--- config.mk ---
export PLATFORM = sky130hd
export DESIGN_NAME = control_unit_mc
export DESIGN_NICKNAME = d
export VERILOG_FILES = /design/src/rtl/control_unit_mc.sv
export SDC_FILE = /design/constraint.sdc
export NUM_CORES = 1
export LEC_CHECK = 0
export CAP_MARGIN = 20
export CORE_ASPECT_RATIO = 1.75
export CORE_UTILIZATION = 45
export DETAILED_ROUTE_END_ITERATION = 10
export GPL_ROUTABILITY_DRIVEN = 0
export PLACE_DENSITY_LB_ADDON = 0.15
export SLEW_MARGIN = 0
export SYNTH_ARGS = -nofsm -noshare
export SYNTH_HDL_FRONTEND = slang
export SYNTH_SLANG_ARGS = --single-unit
export TNS_END_PERCENT = 10
--- constraint.sdc ---
create_clock -name clk -period 2 [get_ports clk]
set_input_delay 0.4 -clock clk [delete_from_list [all_inputs] [get_ports clk]]
set_output_delay 0.4 -clock clk [all_outputs]
set_load 0.05 [all_outputs]
--- src/rtl/control_unit_mc.sv ---
// Multicycle MIPS control FSM: sequences FETCH/DECODE/EXEC/MEM/WB, stalls on mem_ready,
// traps illegal opcodes and memory timeouts, and counts retired instructions.
module control_unit_mc #(
    parameter int CNT_W       = 32,
    parameter int TO_W        = 5,
    parameter int MEM_TIMEOUT = 16
) (
    input  logic             clk,
    input  logic             rst,
    input  logic [5:0]       opcode,
    input  logic             zero,
    input  logic             mem_ready,
    output logic             PCen,
    output logic [1:0]       PCSrc,
    output logic             IorD,
    output logic             MemRead,
    output logic             MemWrite,
    output logic             IRWrite,
    output logic             MemToReg,
    output logic             RegDst,
    output logic             RegWrite,
    output logic             ALUSrcA,
    output logic [1:0]       ALUSrcB,
    output logic [1:0]       ALUOp,
    output logic [2:0]       state,
    output logic [CNT_W-1:0] instr_count,
    output logic             fault,
    output logic [1:0]       fault_code
);

    localparam logic [5:0] OP_RTYPE = 6'b000000;
    localparam logic [5:0] OP_ADDI  = 6'b001000;
    localparam logic [5:0] OP_LW    = 6'b100011;
    localparam logic [5:0] OP_SW    = 6'b101011;
    localparam logic [5:0] OP_J     = 6'b000010;
    localparam logic [5:0] OP_BEQ   = 6'b000100;
    localparam logic [5:0] OP_BNE   = 6'b000101;

    localparam logic [1:0] FC_ILLEGAL = 2'b01;
    localparam logic [1:0] FC_TIMEOUT = 2'b10;

    typedef enum logic [2:0] {
        S_IDLE   = 3'd0,
        S_FETCH  = 3'd1,
        S_DECODE = 3'd2,
        S_EXEC   = 3'd3,
        S_MEM    = 3'd4,
        S_WB     = 3'd5,
        S_FAULT  = 3'd6
    } state_t;

    function automatic logic is_legal(input logic [5:0] op);
        logic ok;
        case (op)
            OP_RTYPE, OP_ADDI, OP_LW, OP_SW, OP_J, OP_BEQ, OP_BNE: ok = 1'b1;
            default:                                              ok = 1'b0;
        endcase
        return ok;
    endfunction

    state_t           state_q, state_d;
    logic [5:0]       op_q, op_d;
    logic [TO_W-1:0]  wait_cnt_q, wait_cnt_d;
    logic [CNT_W-1:0] cnt_q, cnt_d;
    logic             fault_q, fault_d;
    logic [1:0]       code_q, code_d;
    logic             retire_s;
    logic             limit_s;

    // Last permitted not-ready cycle of the current memory access.
    assign limit_s = (MEM_TIMEOUT != 0) && (wait_cnt_q == TO_W'(MEM_TIMEOUT - 1));

    // State and bookkeeping registers.
    always_ff @(posedge clk or posedge rst) begin
        if (rst) begin
            state_q    <= S_IDLE;
            op_q       <= 6'b000000;
            wait_cnt_q <= '0;
            cnt_q      <= '0;
            fault_q    <= 1'b0;
            code_q     <= 2'b00;
        end else begin
            state_q    <= state_d;
            op_q       <= op_d;
            wait_cnt_q <= wait_cnt_d;
            cnt_q      <= cnt_d;
            fault_q    <= fault_d;
            code_q     <= code_d;
        end
    end

    // Next-state, retire and timeout logic; wait_cnt falls back to zero whenever not stalling.
    always_comb begin
        state_d    = state_q;
        op_d       = op_q;
        wait_cnt_d = '0;
        fault_d    = fault_q;
        code_d     = code_q;
        retire_s   = 1'b0;
        case (state_q)
            S_IDLE: state_d = S_FETCH;
            S_FETCH, S_MEM: begin
                if (mem_ready) begin
                    if (state_q == S_FETCH) begin
                        state_d = S_DECODE;
                    end else if (op_q == OP_LW) begin
                        state_d = S_WB;
                    end else begin
                        state_d  = S_FETCH;
                        retire_s = 1'b1;
                    end
                end else if (limit_s) begin
                    state_d = S_FAULT;
                    fault_d = 1'b1;
                    code_d  = FC_TIMEOUT;
                end else begin
                    wait_cnt_d = wait_cnt_q + TO_W'(1);
                end
            end
            S_DECODE: begin
                op_d = opcode;
                if (is_legal(opcode)) begin
                    state_d = S_EXEC;
                end else begin
                    state_d = S_FAULT;
                    fault_d = 1'b1;
                    code_d  = FC_ILLEGAL;
                end
            end
            S_EXEC: begin
                case (op_q)
                    OP_RTYPE, OP_ADDI: state_d = S_WB;
                    OP_LW, OP_SW:      state_d = S_MEM;
                    OP_BEQ, OP_BNE, OP_J: begin
                        state_d  = S_FETCH;
                        retire_s = 1'b1;
                    end
                    default: begin
                        state_d = S_FAULT;
                        fault_d = 1'b1;
                        code_d  = FC_ILLEGAL;
                    end
                endcase
            end
            S_WB: begin
                state_d  = S_FETCH;
                retire_s = 1'b1;
            end
            S_FAULT: state_d = S_FAULT;
            default: begin
                state_d = S_FAULT;
                fault_d = 1'b1;
            end
        endcase
        cnt_d = retire_s ? (cnt_q + CNT_W'(1)) : cnt_q;
    end

    // Datapath controls as Moore functions of state/op_q, plus the handshake and zero terms.
    always_comb begin
        PCen     = 1'b0;
        PCSrc    = 2'b00;
        IorD     = 1'b0;
        MemRead  = 1'b0;
        MemWrite = 1'b0;
        IRWrite  = 1'b0;
        MemToReg = 1'b0;
        RegDst   = 1'b0;
        RegWrite = 1'b0;
        ALUSrcA  = 1'b0;
        ALUSrcB  = 2'b00;
        ALUOp    = 2'b00;
        case (state_q)
            S_FETCH: begin
                MemRead = 1'b1;
                ALUSrcB = 2'b01;
                IRWrite = mem_ready;
                PCen    = mem_ready;
            end
            S_DECODE: ALUSrcB = 2'b11;
            S_EXEC: begin
                case (op_q)
                    OP_RTYPE: begin
                        ALUSrcA = 1'b1;
                        ALUOp   = 2'b10;
                    end
                    OP_ADDI, OP_LW, OP_SW: begin
                        ALUSrcA = 1'b1;
                        ALUSrcB = 2'b10;
                    end
                    OP_BEQ, OP_BNE: begin
                        ALUSrcA = 1'b1;
                        ALUOp   = 2'b01;
                        PCSrc   = 2'b01;
                        PCen    = (op_q == OP_BEQ) ? zero : ~zero;
                    end
                    OP_J: begin
                        PCSrc = 2'b10;
                        PCen  = 1'b1;
                    end
                    default: PCen = 1'b0;
                endcase
            end
            S_MEM: begin
                IorD     = 1'b1;
                MemRead  = (op_q == OP_LW);
                MemWrite = (op_q == OP_SW);
            end
            S_WB: begin
                RegWrite = 1'b1;
                RegDst   = (op_q == OP_RTYPE);
                MemToReg = (op_q == OP_LW);
            end
            default: RegWrite = 1'b0;
        endcase
    end

    assign state       = state_q;
    assign instr_count = cnt_q;
    assign fault       = fault_q;
    assign fault_code  = code_q;

endmodule

==> flow_summary_export.csv <==
group,metric,value,unit
clock_tree,holdBufCountCts,0,
critical_path,cp.arrival,2480,ps
clock_tree,cts_buffer_depth,2,
drt,vias,2528,
drt,wl_met3,200,um
drt,routed_wl,7630,um
critical_path,start_kind,"flip-flop",
clock_tree,numCtsBuffers,5,
grt,grt_overflow_total,0,
flow_run,drv_cap,0,
sta,grt_setup_unrepaired,"true",
sta,period_needed,2280,ps
layout,fillers,415,
synthesis,post-synth-top-area-fraction,0.457,
layout,fin_nets,403,
synthesis,synthCells,275,
power,vdd.ir_drop.worst,820,uV
layout,utilization,0.750,
drt,routed_via_density,5.40,
synthesis,synthFlopType,"dfrtp_1",
placed_design,post-dp-hpwl,5600,um
grt,grt_usage,0.261,
grt,grt_pass1_vias,2599,
placed_design,placedCellCount,452,
sta,timing.slew.headroom,0.582,
clock_tree,root_buffer,"clkbuf_8",
layout,area_growth,58.8,%
power,p_per_area,1020,nW/um^2
critical_path,required,2200,ps
layout,layout_common_cells,"buf_4 (71), dfrtp_1 (43), clkdlybuf4s50_1 (23)",
layout,seq_area,1230,sq um
sta,fmax,0.439,GHz
sta,finClkSkew,14.7,ps
grt,antenna_found_initial,0,
drt,drcViolationCount,0,
layout,layout.cells.most_common,"buf_4",
layout,instances_no_fill,468,
synthesis,synth.area.top_cells,"dfrtp_1 (46%), xnor2_1 (6.2%), xor2_1 (4.9%)",
grt,grt_max_degree,34,
synthesis,syn_area,2680,sq um
critical_path,reg2reg_slack,-280,ps
drt,drt-met1-wl,2730,um
synthesis,synth_nets,287,
clock_tree,cts_tree,"done",
drt,ant_nets,0,
synthesis,synth_edf_count,0,
synthesis,syn_avg_cell_area,9.75,sq um
drt,dr.max_layer_used,"met4",
die,die_height,104,um
placed_design,io_buffers,62,
hold_path,hp-class,"in -> async",
die,core,5680,sq um
sta,final.setup.tns,-4500,ps
die,io_pins,63,
critical_path,end_kind,"flip-flop",
sta,slew_viol_final,0,
die,start_util,0.473,
sta,max_slew.worst_pin.slew,621,ps
drt,routed-wl-met2,4440,um
drt,drt_iter0_drc,89,
synthesis,synth.distinct_cells,51,
critical_path,critical_path.startpoint,"op_q[2]",
critical_path,r2r-start,"op_q[2]",
layout,antenna_cells,0,
clock_tree,cts_sinks,49,
synthesis,ys_seq_area_frac,0.457,
die,rows,36,
outcome,status,"finished, violations left",
sta,hold_viol_final,0,
layout,final_layout_size_suffix_gt1_frac,0.418,
synthesis,async_flop_share,1.00,
layout,multi_input_area,1590,sq um
critical_path,crit_type,"reg -> reg",
sta,whs,375,ps
synthesis,ys_warn_count,0,
critical_path,cp_max_fo,7,
die,die_w,60.4,um
drt,wire_per_inst,16.3,um
power,p_leak,0.00197,uW
clock_tree,h-tree-depth,2,
sta,setup_viol,44,
outcome,violations,"negative setup slack",
clock_tree,clock_latency,310,ps
power,power,4340,uW
clock_tree,path_clk_slew,100,ps
grt,grt_pass1_wl,12300,um
drt,drt_pass1_iterations,4,
die,die_area,6290,sq um
synthesis,synth_top_area_cell,"dfrtp_1",
sta,finalCritPeriodShare,1.14,
sta,worst_slack,-278,ps
synthesis,ys_ff_latch,49,
==> final timing paths <==
path | end | cells after the start
hold reg to reg | wait_cnt_q[0] | 1
setup reg to reg | instr_count[7] | 7
hold / removal | instr_count[9] | 2
max in group asynchronous | op_q[2] | 3
min in group clk | wait_cnt_q[0] | 1
setup / recovery | instr_count[7] | 7
==> cell type report <==
type                    instances  share of cell area
repair buffers                121               0.284
inverters                      11             0.00969
multi-input cells             203               0.374
clock inverters                 3             0.00411
flip-flops and latches         49               0.290
well taps                      76              0.0223
clock buffers                   5              0.0162
==> routing by layer <==
metal,up-vias,track usage
met5,-,0
met4,0,0.121
met3,24,0.0323
met2,67,0.487
met1,1227,0.268
li1,1210,-
==> per-stage QoR <==
stage / instance area [sq um] / worst slack (ps)
6_report: 4260 / -278
5_1_grt: 4260 / -316
4_1_cts: 4140 / -220
3_5_place_dp: 3940 / -391
3_3_place_gp: 3940 / -327
2_1_floorplan: 2810 / -158
==> power breakdown <==
group	switching, uW	internal [uW]	leakage (uW)
Clock	334	242	0.0000439
Sequential	134	1150	0.000625
Combinational	1380	1100	0.00130
==> state kept, by name, summed over array words and instances, names as in the netlist <==
signal and flops:
instr_count 32, wait_cnt_q 5, fault_code 2, op_q 6
fault 1, state 3
==> cell families after synthesis <==
| family | after synthesis | share of synthesized area |
|---|---|---|
| and+or+nand+nor | 131 | 0.266 |
| DFF | 49 | 0.457 |
| xor gates and xnor gates | 34 | 0.111 |
| AOI/OAI and AO/OA | 28 | 0.0863 |
| buffers and inverters | 23 | 0.0368 |
| muxes | 8 | 0.0336 |
| adders and majority gates | 2 | 0.00933 |
==> critical path: stages, from the launching register on <==
cell and delay (ps):
dfrtp_2 440, buf_6 130, or3b_4 420, a211oi_4 360, nor2_1 130, buf_4 180
or3_4 370, xnor2_2 140
==> synth_stat cells, types with 6 or more instances <==
library cell / count
nor2_1: 25
dfrtp_1: 49
nor3_1: 17
nand2_1: 23
inv_1: 11
nand4_1: 8
nand3_1: 14
xnor2_1: 19
and3_1: 7
xor2_1: 15
mux2_2: 8
clkbuf_1: 6
==> what timing repair did <==
| action | in CTS | in global routing |
|---|---|---|
| endpoints found under the setup margin | 25 | 49 |
| setup buffers | 4 | 4 |
| gates resized for setup | 23 | 22 |
| pin swaps | 11 | 10 |
No activity file was read; power rests on OpenSTA's default activity.
==> RTL change, RTL diff (same settings) <==
The parameter `TO_W` goes from 5 to 10.
--- a/src/rtl/control_unit_mc.sv
+++ b/src/rtl/control_unit_mc.sv
@@ -3,5 +3,5 @@
 module control_unit_mc #(
     parameter int CNT_W       = 32,
-    parameter int TO_W        = 5,
+    parameter int TO_W        = 10,
     parameter int MEM_TIMEOUT = 16
 ) (
Function: no difference found for any inputs over 10 cycles, from zero or initial values and one cycle with rst high; that may be too few to reach the edited logic, so the function may still have changed.
==> RTL change against the original RTL <==
The run still ends with negative setup slack left. Design area rose by 6.7%. Wire length rose by 4.0%. Critical path type is now register to output pin. Area after synthesis rose by 8.3%. Sequential cell count rose by 5. Core utilization fell by 2.1 points. Highest routed layer unchanged. Sequential share of layout area rose by 0.95 points. Largest cell class unchanged. Final cell count rose by 5.6%. Non-clock buffer count fell by 1. Worst setup slack improved by 0.073 ns.
Power is not compared: it rests on default switching activity, and its combinational part moved more than twofold at a synthesized area within 25%.
==> RTL change: results (changes against the original RTL) <==
Status
The flow ran to the end, but the final reports show violations. The final reports fail on negative setup slack.

Critical path
The data arrival time of the critical path came to 1.80 ns (-0.68 ns). Following the worst setup path forward leads to its endpoint at PCen. The largest fanout on the critical path is 8 (+1). The launch instance of the worst register-to-register path is op_q[2]. The reg2reg setup slack is -0.08 ns (+0.20 ns). The slowest stage of the critical path belongs to the cell dfrtp_2. In this run the worst setup path begins at op_q[0]. The largest stage delay on the critical path is 0.49 ns (+0.05 ns). The endpoint identified for the worst register-to-register timing path is instr_count[22].

Among cell families on the critical path, the largest total delay comes from flip-flops.

Yosys
The sequential-to-total area share from yosys stat is 46.53% (+0.82 points). The cell count after synthesis is 300 (+9.1%). The number of different library cells in the post-synthesis netlist is 49 (-3.9%).

The commonest cells after synthesis are 54 x dfrtp_1, 28 x xnor2_1, 27 x nor2_1. The number of nets in the synthesized netlist came to 312 (+8.7%). In the post-synthesis netlist, the biggest area contributors are dfrtp_1 47%, xnor2_1 8.4%, nor2_1 3.5%. The synthesis warning total is 0 (unchanged).

Pwr
For this design the total switching power over the nets is 526.9 µW. The leakage component of the power is 2.101 nW.

Global routing
The first-pass GRT wire length is 12470 µm (+1.7%). The number of global-route vias before repair is 2696 (+3.7%). The largest net degree at the start of global routing came to 26 (-24%). The overall global routing resource usage is 23.59% (-2.5 points). The met3 track demand over resource in global routing is 3.481% (+0.25 points). The met1 track utilization from global routing is 25.12% (-1.7 points).

The met2 usage is 44.72% (-3.9 points).

STA
The relative max-transition margin is 66.40% (+8.2 points). The final setup skew came to 0.007993 ns (-0.006744 ns). The worst path setup slack after routing was -0.2047 ns (+0.07297 ns). The setup total negative slack was -1.215 ns (+3.286 ns). The total of endpoints with negative setup slack in the final report is 11 (-75%).

The post-route worst hold slack came to 0.3686 ns (-0.006474 ns).

CTS
The count of buffers added by post-CTS timing repair for setup is 5 (+1). The clock latency on the worst-skew pair is 0.32 ns. The clock tree buffer depth is 2 (unchanged).

After clock tree synthesis, the clock-pin slew on the worst setup and hold paths is 0.11 ns. The post-CTS resize count came to 20 (-13%).

Placement
The number of placed cells counting well taps is 470 (+4.0%). The HPWL after detailed placement is 5500 µm (-1.7%). The pre-CTS worst setup slack came to -0.2665 ns (+0.1242 ns). The cell area reported after detailed placement is 4125 µm² (+4.8%).

Drt
The wire length on met3 is 313 µm (+56%). The routed metal-1 wirelength is 2968 µm (+8.6%). The average wire length per cell after detail routing is 16.06 µm (-1.5%). The detailed route wirelength on metal2 is 4420 µm (-0.45%). The highest layer used for signal routing is met4. The count of routing violations after the opening detailed-route iteration came to 167 (+88%). The detailed-route via count was 2756 (+9.0%).

Cells and area
The post-layout net count came to 425 (+5.5%). The filler-free cell count of the finished design came to 494 (+5.6%). The antenna diode instance count is 0 (unchanged). The flip-flop count of the largest register after layout is 32 (unchanged). The share of cells above drive strength 1 is 34.30% (-7.5 points).
RTL change: kinds of logic after synthesis:
logic type                 share of synthesized area (%)
adders and majority gates                         0.8616
buffers and inverters                              3.231
and+or+nand+nor                                    25.29
AOI/OAI and AO/OA                                  9.996
DFF                                                46.53
xor gates and xnor gates                           11.76
muxes                                              2.326
RTL change: area by class of cell:
cell class / count / area (µm²)
Timing Repair Buffer: 120 / 1262
Clock buffer: 5 / 68.82
Tap cell: 80 / 100.1
Inverter: 9 / 40.04
Fill cell: 424 / 1683
Clock inverter: 3 / 43.79
Multi-Input combinational cell: 223 / 1670
Sequential cell: 54 / 1360
RTL change: power groups by stage:
stage | clock network (mW) | registers [mW] | logic [mW]
final | 0.768 | 1.12 | 0.222
after global routing | 0.804 | 1.13 | 0.239
after CTS | 0.778 | 1.12 | 0.213
after detailed placement | 0 | 1.14 | 0.198
after global placement | 0 | 1.14 | 0.195
after floorplan | 0 | 1.14 | 0.0974
